--- src/rtl/vga_timing_monitor.sv ---
// vga_timing_monitor: receive-side checker for a VGA hsync/vsync pair.
// Measures line period, hsync width, frame length and vsync width on the
// pixel clock, compares them to the expected mode and tracks lock.
module vga_timing_monitor #(
  parameter int H_TOTAL     = 1056,
  parameter int H_SYNC      = 128,
  parameter int V_TOTAL     = 628,
  parameter int V_SYNC      = 4,
  parameter int SYNC_POL    = 1,
  parameter int LOCK_FRAMES = 2,
  parameter int TIMEOUT     = 2047
) (
  input  logic        clk,
  input  logic        rst,
  input  logic        hsync_in,
  input  logic        vsync_in,
  output logic        locked,
  output logic        frame_pulse,
  output logic [10:0] h_total_meas,
  output logic [10:0] h_sync_meas,
  output logic [10:0] v_total_meas,
  output logic [10:0] v_sync_meas,
  output logic [7:0]  err_cnt,
  output logic        sync_lost
);

  localparam logic [10:0] H_TOTAL_C = 11'(H_TOTAL);
  localparam logic [10:0] H_SYNC_C  = 11'(H_SYNC);
  localparam logic [10:0] V_TOTAL_C = 11'(V_TOTAL);
  localparam logic [10:0] V_SYNC_C  = 11'(V_SYNC);
  localparam logic [10:0] TIMEOUT_C = 11'(TIMEOUT);
  localparam logic [3:0]  LOCK_C    = 4'(LOCK_FRAMES);
  localparam logic        POL_C     = (SYNC_POL != 0) ? 1'b1 : 1'b0;

  typedef enum logic [1:0] {
    ST_SEARCH = 2'd0,
    ST_CHECK  = 2'd1,
    ST_LOCKED = 2'd2
  } state_t;

  // Saturating 11-bit increment: counters and measurements never wrap.
  function automatic logic [10:0] sat_inc(input logic [10:0] val, input logic inc);
    logic [11:0] sum;
    sum = {1'b0, val} + {11'd0, inc};
    if (sum[11]) begin
      sat_inc = 11'h7FF;
    end else begin
      sat_inc = sum[10:0];
    end
  endfunction

  logic        hs_r, hs_d_r, vs_r, vs_d_r;
  logic        lead_h_s, trail_h_s, lead_v_s, trail_v_s;
  logic [10:0] hcnt_r, lcnt_r, lsum_s;
  logic        h_seen_r, v_seen_r, line_bad_r;
  logic        bad_now_s, frame_ok_s, timeout_s;
  logic [3:0]  good_r, good_inc_s;
  state_t      state_r;

  // Normalise polarity (active = 1) and keep one cycle of history for edges.
  always_ff @(posedge clk) begin
    if (rst) begin
      hs_r   <= 1'b0;
      hs_d_r <= 1'b0;
      vs_r   <= 1'b0;
      vs_d_r <= 1'b0;
    end else begin
      hs_r   <= hsync_in ~^ POL_C;
      hs_d_r <= hs_r;
      vs_r   <= vsync_in ~^ POL_C;
      vs_d_r <= vs_r;
    end
  end

  // Edge strobes, line-sum with coincident lead_h, per-line and per-frame verdicts.
  always_comb begin
    lead_h_s   = hs_r & ~hs_d_r;
    trail_h_s  = ~hs_r & hs_d_r;
    lead_v_s   = vs_r & ~vs_d_r;
    trail_v_s  = ~vs_r & vs_d_r;
    lsum_s     = sat_inc(lcnt_r, lead_h_s);
    if (h_seen_r && ((lead_h_s && (hcnt_r != H_TOTAL_C)) ||
                     (trail_h_s && (hcnt_r != H_SYNC_C)))) begin
      bad_now_s = 1'b1;
    end else begin
      bad_now_s = 1'b0;
    end
    // The line closed by a lead_h coincident with lead_v belongs to the ending frame.
    frame_ok_s = v_seen_r & ~(line_bad_r | bad_now_s) &
                 (lsum_s == V_TOTAL_C) & (v_sync_meas == V_SYNC_C);
    // A lead_h on the same clock as the timeout wins.
    timeout_s  = (hcnt_r == TIMEOUT_C) & ~lead_h_s;
    good_inc_s = good_r + 4'd1;
  end

  // Horizontal/line counters, seen-flags and published measurements.
  always_ff @(posedge clk) begin
    if (rst) begin
      hcnt_r       <= 11'd0;
      lcnt_r       <= 11'd0;
      h_seen_r     <= 1'b0;
      v_seen_r     <= 1'b0;
      line_bad_r   <= 1'b0;
      h_total_meas <= 11'd0;
      h_sync_meas  <= 11'd0;
      v_total_meas <= 11'd0;
      v_sync_meas  <= 11'd0;
    end else begin
      if (lead_h_s) hcnt_r <= 11'd1;
      else          hcnt_r <= sat_inc(hcnt_r, 1'b1);

      if (lead_v_s)      lcnt_r <= 11'd0;
      else if (lead_h_s) lcnt_r <= sat_inc(lcnt_r, 1'b1);
      else               lcnt_r <= lcnt_r;

      if (lead_h_s && h_seen_r)  h_total_meas <= hcnt_r;
      if (trail_h_s && h_seen_r) h_sync_meas  <= hcnt_r;
      if (lead_v_s && v_seen_r)  v_total_meas <= lsum_s;
      if (trail_v_s && v_seen_r) v_sync_meas  <= lsum_s;

      if (lead_v_s)       line_bad_r <= 1'b0;
      else if (bad_now_s) line_bad_r <= 1'b1;
      else                line_bad_r <= line_bad_r;

      // Timeout forgets all edges so stale counts are never published.
      if (lead_h_s)       h_seen_r <= 1'b1;
      else if (timeout_s) h_seen_r <= 1'b0;
      else                h_seen_r <= h_seen_r;

      if (lead_v_s)       v_seen_r <= 1'b1;
      else if (timeout_s) v_seen_r <= 1'b0;
      else                v_seen_r <= v_seen_r;
    end
  end

  // Lock state machine with registered status outputs.
  always_ff @(posedge clk) begin
    if (rst) begin
      state_r     <= ST_SEARCH;
      good_r      <= 4'd0;
      locked      <= 1'b0;
      err_cnt     <= 8'd0;
      sync_lost   <= 1'b0;
      frame_pulse <= 1'b0;
    end else begin
      frame_pulse <= lead_v_s;
      if (timeout_s) begin
        state_r   <= ST_SEARCH;
        good_r    <= 4'd0;
        locked    <= 1'b0;
        sync_lost <= 1'b1;
      end else if (lead_v_s) begin
        case (state_r)
          ST_SEARCH: begin
            if (h_seen_r) begin
              state_r <= ST_CHECK;
              good_r  <= 4'd0;
            end
          end
          ST_CHECK: begin
            if (!frame_ok_s) begin
              good_r <= 4'd0;
            end else if (good_inc_s == LOCK_C) begin
              state_r   <= ST_LOCKED;
              good_r    <= good_inc_s;
              locked    <= 1'b1;
              sync_lost <= 1'b0;
            end else begin
              good_r <= good_inc_s;
            end
          end
          ST_LOCKED: begin
            if (!frame_ok_s) begin
              if (err_cnt != 8'hFF) err_cnt <= err_cnt + 8'd1;
              state_r <= ST_CHECK;
              good_r  <= 4'd0;
              locked  <= 1'b0;
            end
          end
          default: begin
            state_r <= ST_SEARCH;
            good_r  <= 4'd0;
            locked  <= 1'b0;
          end
        endcase
      end
    end
  end

endmodule

--- config.mk ---
export PLATFORM = sky130hd
export DESIGN_NAME = vga_timing_monitor
export DESIGN_NICKNAME = d
export VERILOG_FILES = /design/src/rtl/vga_timing_monitor.sv
export SDC_FILE = /design/constraint.sdc
export NUM_CORES = 1
export LEC_CHECK = 0
export CAP_MARGIN = 40
export CORE_AREA = 2 2 106 108
export CTS_CLUSTER_SIZE = 10
export DETAILED_ROUTE_END_ITERATION = 8
export DIE_AREA = 0 0 108 110
export PLACE_DENSITY = 0.65
export SLEW_MARGIN = 25
export SYNTH_ARGS = -nofsm -noshare
export SYNTH_HDL_FRONTEND = slang
export SYNTH_SLANG_ARGS = --single-unit
--- constraint.sdc ---
create_clock -name clk -period 5.5 [get_ports clk]
set_input_delay 0.55 -clock clk [delete_from_list [all_inputs] [get_ports clk]]
set_output_delay 0.55 -clock clk [all_outputs]
set_load 0.03 [all_outputs]
==> qor.csv <==
stage,metric,value,unit
drt,DRC violations left,0,
place,pre-CTS setup slack,2.032,ns
power_and_ir_drop,Logic pwr share,5.3,%
power_and_ir_drop,Sw Pwr,271.5,uW
power_and_ir_drop,worst ir drop on vdd,0.1526,mV
floorplan,Core Area,0.01070,mm2
floorplan,DIE WIDTH,108,um
finish,P&R area growth vs syn,18.10,%
grt,largest net degree at the start of global routing,63,
critical_path,CP endpoint kind,register,
critical_path,critical-path cell list,nand2b_1 -> clkinv_2 -> ha_1 -> ha_1 -> nand3_4 -> or3_1 -> a222oi_1 -> nand4_2 -> o21ai_2 -> mux2i_1 -> nor2_1,
logic_synthesis,Ys Warns,0,
timing,Max Fclk,289.8,MHz
logic_synthesis,Syn Nets,498,
power_and_ir_drop,Sequential Power Share,59.4,%
timing,minimum clock period,3.450,ns
timing,worst slew pin tran,0.8010,ns
logic_synthesis,cell count after synthesis,486,
finish,"most common cell after layout, fill and taps aside",dfxtp_1,
power_and_ir_drop,leakage power,1.701,nW
timing,final setup violation count,0,
finish,ANT cells,0,
timing,final period utilization,62.73,%
logic_synthesis,register area share after synthesis,43.15,%
clock_tree,H-tree depth,3,
power_and_ir_drop,clock power share,35.3,%
logic_synthesis,Main synth FF type,dfxtp_1,
floorplan,# IOs,59,
clock_tree,CTS max path bufs,2,
critical_path,CP startpoint kind,register,
hold_path,Hold Path Class,register to register,
drt,initial drt markers,147,
critical_path,max incr delay on CP,0.46,ns
power_and_ir_drop,Switching Share,24.06,%
run_status,status,finished clean,
clock_tree,post-cts sizing count,0,
place,port bufs,58,
grt,number of global-route vias before repair,3389,
finish,sequential cell area,0.001802,mm2
grt,gr usage total,17.06,%
grt,initial antenna violation count,0,
place,Final HPWL DP,6.908,mm
floorplan,initial core utilization,39.03,%
drt,routed vias/inst,5.361,
floorplan,row cnt,38,
clock_tree,clk slew on worst S/H paths,0.08,ns
critical_path,cell mode on critical path,ha_1,
clock_tree,number of buffers created by CTS,9,
finish,Final Instance Count excl. Fillers,670,
timing,setup TNS,0,ns
clock_tree,clock insertion delay at the later pin of the skew report,0.35,ns
floorplan,die height,110,um
timing,setup ws final,2.050,ns
grt,wire length of the first global-routing pass,16.24,mm
finish,most frequent cells in the layout,"90 x dfxtp_1, 71 x nor2_1, 57 x clkdlybuf4s50_1",
drt,DR vias,3592,
logic_synthesis,"EDFF count, synth",0,
critical_path,worst path arrival time,3.67,ns
logic_synthesis,Avg Inst Size Synth,8.591,um2
timing,unrepaired setup endpoints after global routing,false,
floorplan,DIE AREA,0.01188,mm2
drt,first drt pass iteration count,5,
critical_path,Setup CP Type,register to register,
job,MaxCap Viol Count,0,
clock_tree,CTS tree,built,
finish,share of cells above drive strength 1,7.547,%
timing,final hold violations,0,
logic_synthesis,#FFs+latches synth,90,
clock_tree,clk root buf,clkbuf_8,
finish,Layout fillers,1063,
drt,WL/cell,14.39,um
drt,final WL,9.640,mm
timing,Clock Skews,0.01016,ns
critical_path,Worst Path Required,5.72,ns
timing,Slew Limit Fails,0,
clock_tree,Post-CTS Setup Inserts,0,
power_and_ir_drop,Pwr per Cell Area,228.8,mW/mm2
timing,Slew headroom,46.44,%
drt,DRT antenna net count,0,
clock_tree,clock sinks,90,
grt,grt ovf,0,
clock_tree,hold_buf cts,0,
finish,multi-input logic area,0.002167,mm2
logic_synthesis,Post-synth ARST share,0,%
critical_path,Crit-path slowest cell,o21ai_2,
place,Final Wtd Congestion,0.8302,
logic_synthesis,synth unique cells,70,
place,dpl cells,654,
power_and_ir_drop,Pint,856.8,uW
finish,Layout Nets,537,
logic_synthesis,synthesized area,0.004175,mm2
critical_path,Worst Path Max Fanout,19,
## sequential cells by signal, indices dropped and copies added (netlist names), 2 cells and up
name,flops
state_r,2
hcnt_r,11
h_total_meas,11
err_cnt,8
h_sync_meas,11
lcnt_r,11
v_total_meas,11
good_r,4
v_sync_meas,11
## final cells by class
cell class | count | share of cell area (%)
clock buffers | 12 | 2.943
clock inverters | 4 | 0.5582
inverters | 8 | 0.6344
multi-input cells | 357 | 43.95
flip-flops and latches | 90 | 36.54
well taps | 140 | 3.552
repair buffers | 59 | 11.82
## per-layer routing
metal	share of wire, %	GRT usage [%]	wire, um	up-vias
li1	-	-	-	1803
met1	47	21.90	4524	1662
met2	46	28.03	4393	110
met3	5.9	4.468	568	17
met4	1.6	5.586	154	0
met5	0	0	0	-
## worst paths after layout
check	from	endpoint	slack, ns	cells after the start
max	hs_d_r$_SDFF_PP0_	err_cnt[1]$_SDFFE_PP0P_	2.05	11
min	v_total_meas[9]$_SDFFE_PP0P_	v_total_meas[9]$_SDFFE_PP0P_	0.46	2
max reg2reg	hs_d_r$_SDFF_PP0_	err_cnt[1]$_SDFFE_PP0P_	2.05	11
min reg2reg	v_total_meas[9]$_SDFFE_PP0P_	v_total_meas[9]$_SDFFE_PP0P_	0.46	2
## per-stage QoR
step           hold WS (ns)  power, mW  cell area [um2]  utilization (%)
2_1_floorplan        0.4486     0.7278             4175                -
3_3_place_gp         0.4466     0.7437             4758            44.48
3_5_place_dp         0.4478     0.7454             4758            44.48
4_1_cts              0.4592      1.146             4931            46.09
5_1_grt              0.4800      1.177             4931            46.09
6_report             0.4568      1.128             4931            46.09
## cells in the mapped netlist, types with 7 or more instances
cell type	n	area share [%]
nand3_1	27	3.2
nor2b_1	7	1.0
nor3_1	12	1.4
xor2_1	9	1.9
a211oi_1	17	3.1
nand2_1	44	4.0
xnor2_1	8	1.7
a21oi_1	40	4.8
nand2b_1	7	1.0
clkbuf_1	17	1.5
inv_1	7	0.63
nor2_1	71	6.4
o21ai_0	7	0.84
dfxtp_1	90	43
nand4_1	8	1.2
mux2i_1	12	2.9
a31oi_1	8	1.2
ha_1	8	2.4
## worst max-delay path, delay by kind of cell, from the launching register on
family | cells | cell delay [ns]
DFF | 1 | 0.33
buffers and inverters | 1 | 0.27
AOI/OAI and AO/OA | 2 | 0.82
adders and majority gates | 2 | 0.50
muxes | 1 | 0.24
and+or+nand+nor | 5 | 1.17
## power by group through the flow
| stage | Clock (mW) | Combinational, mW | Sequential, mW |
|---|---|---|---|
| floorplan | 0 | 0.0407 | 0.687 |
| global placement | 0 | 0.0590 | 0.685 |
| detailed placement | 0 | 0.0601 | 0.685 |
| CTS | 0.416 | 0.0603 | 0.670 |
| global route | 0.439 | 0.0657 | 0.672 |
| finish | 0.399 | 0.0595 | 0.670 |
## kinds of logic (layout without fill, tap and decap cells)
| group | after synthesis | count (layout) | synth area share [%] |
|---|---|---|---|
| and+or+nand+nor | 215 | 215 | 26.64 |
| AOI/OAI and AO/OA | 104 | 104 | 16.15 |
| DFF | 90 | 90 | 43.15 |
| buffers and inverters | 39 | 83 | 4.945 |
| xor gates and xnor gates | 17 | 17 | 3.566 |
| muxes | 13 | 13 | 3.147 |
| adders and majority gates | 8 | 8 | 2.397 |
(Power assumes the default switching activity.)
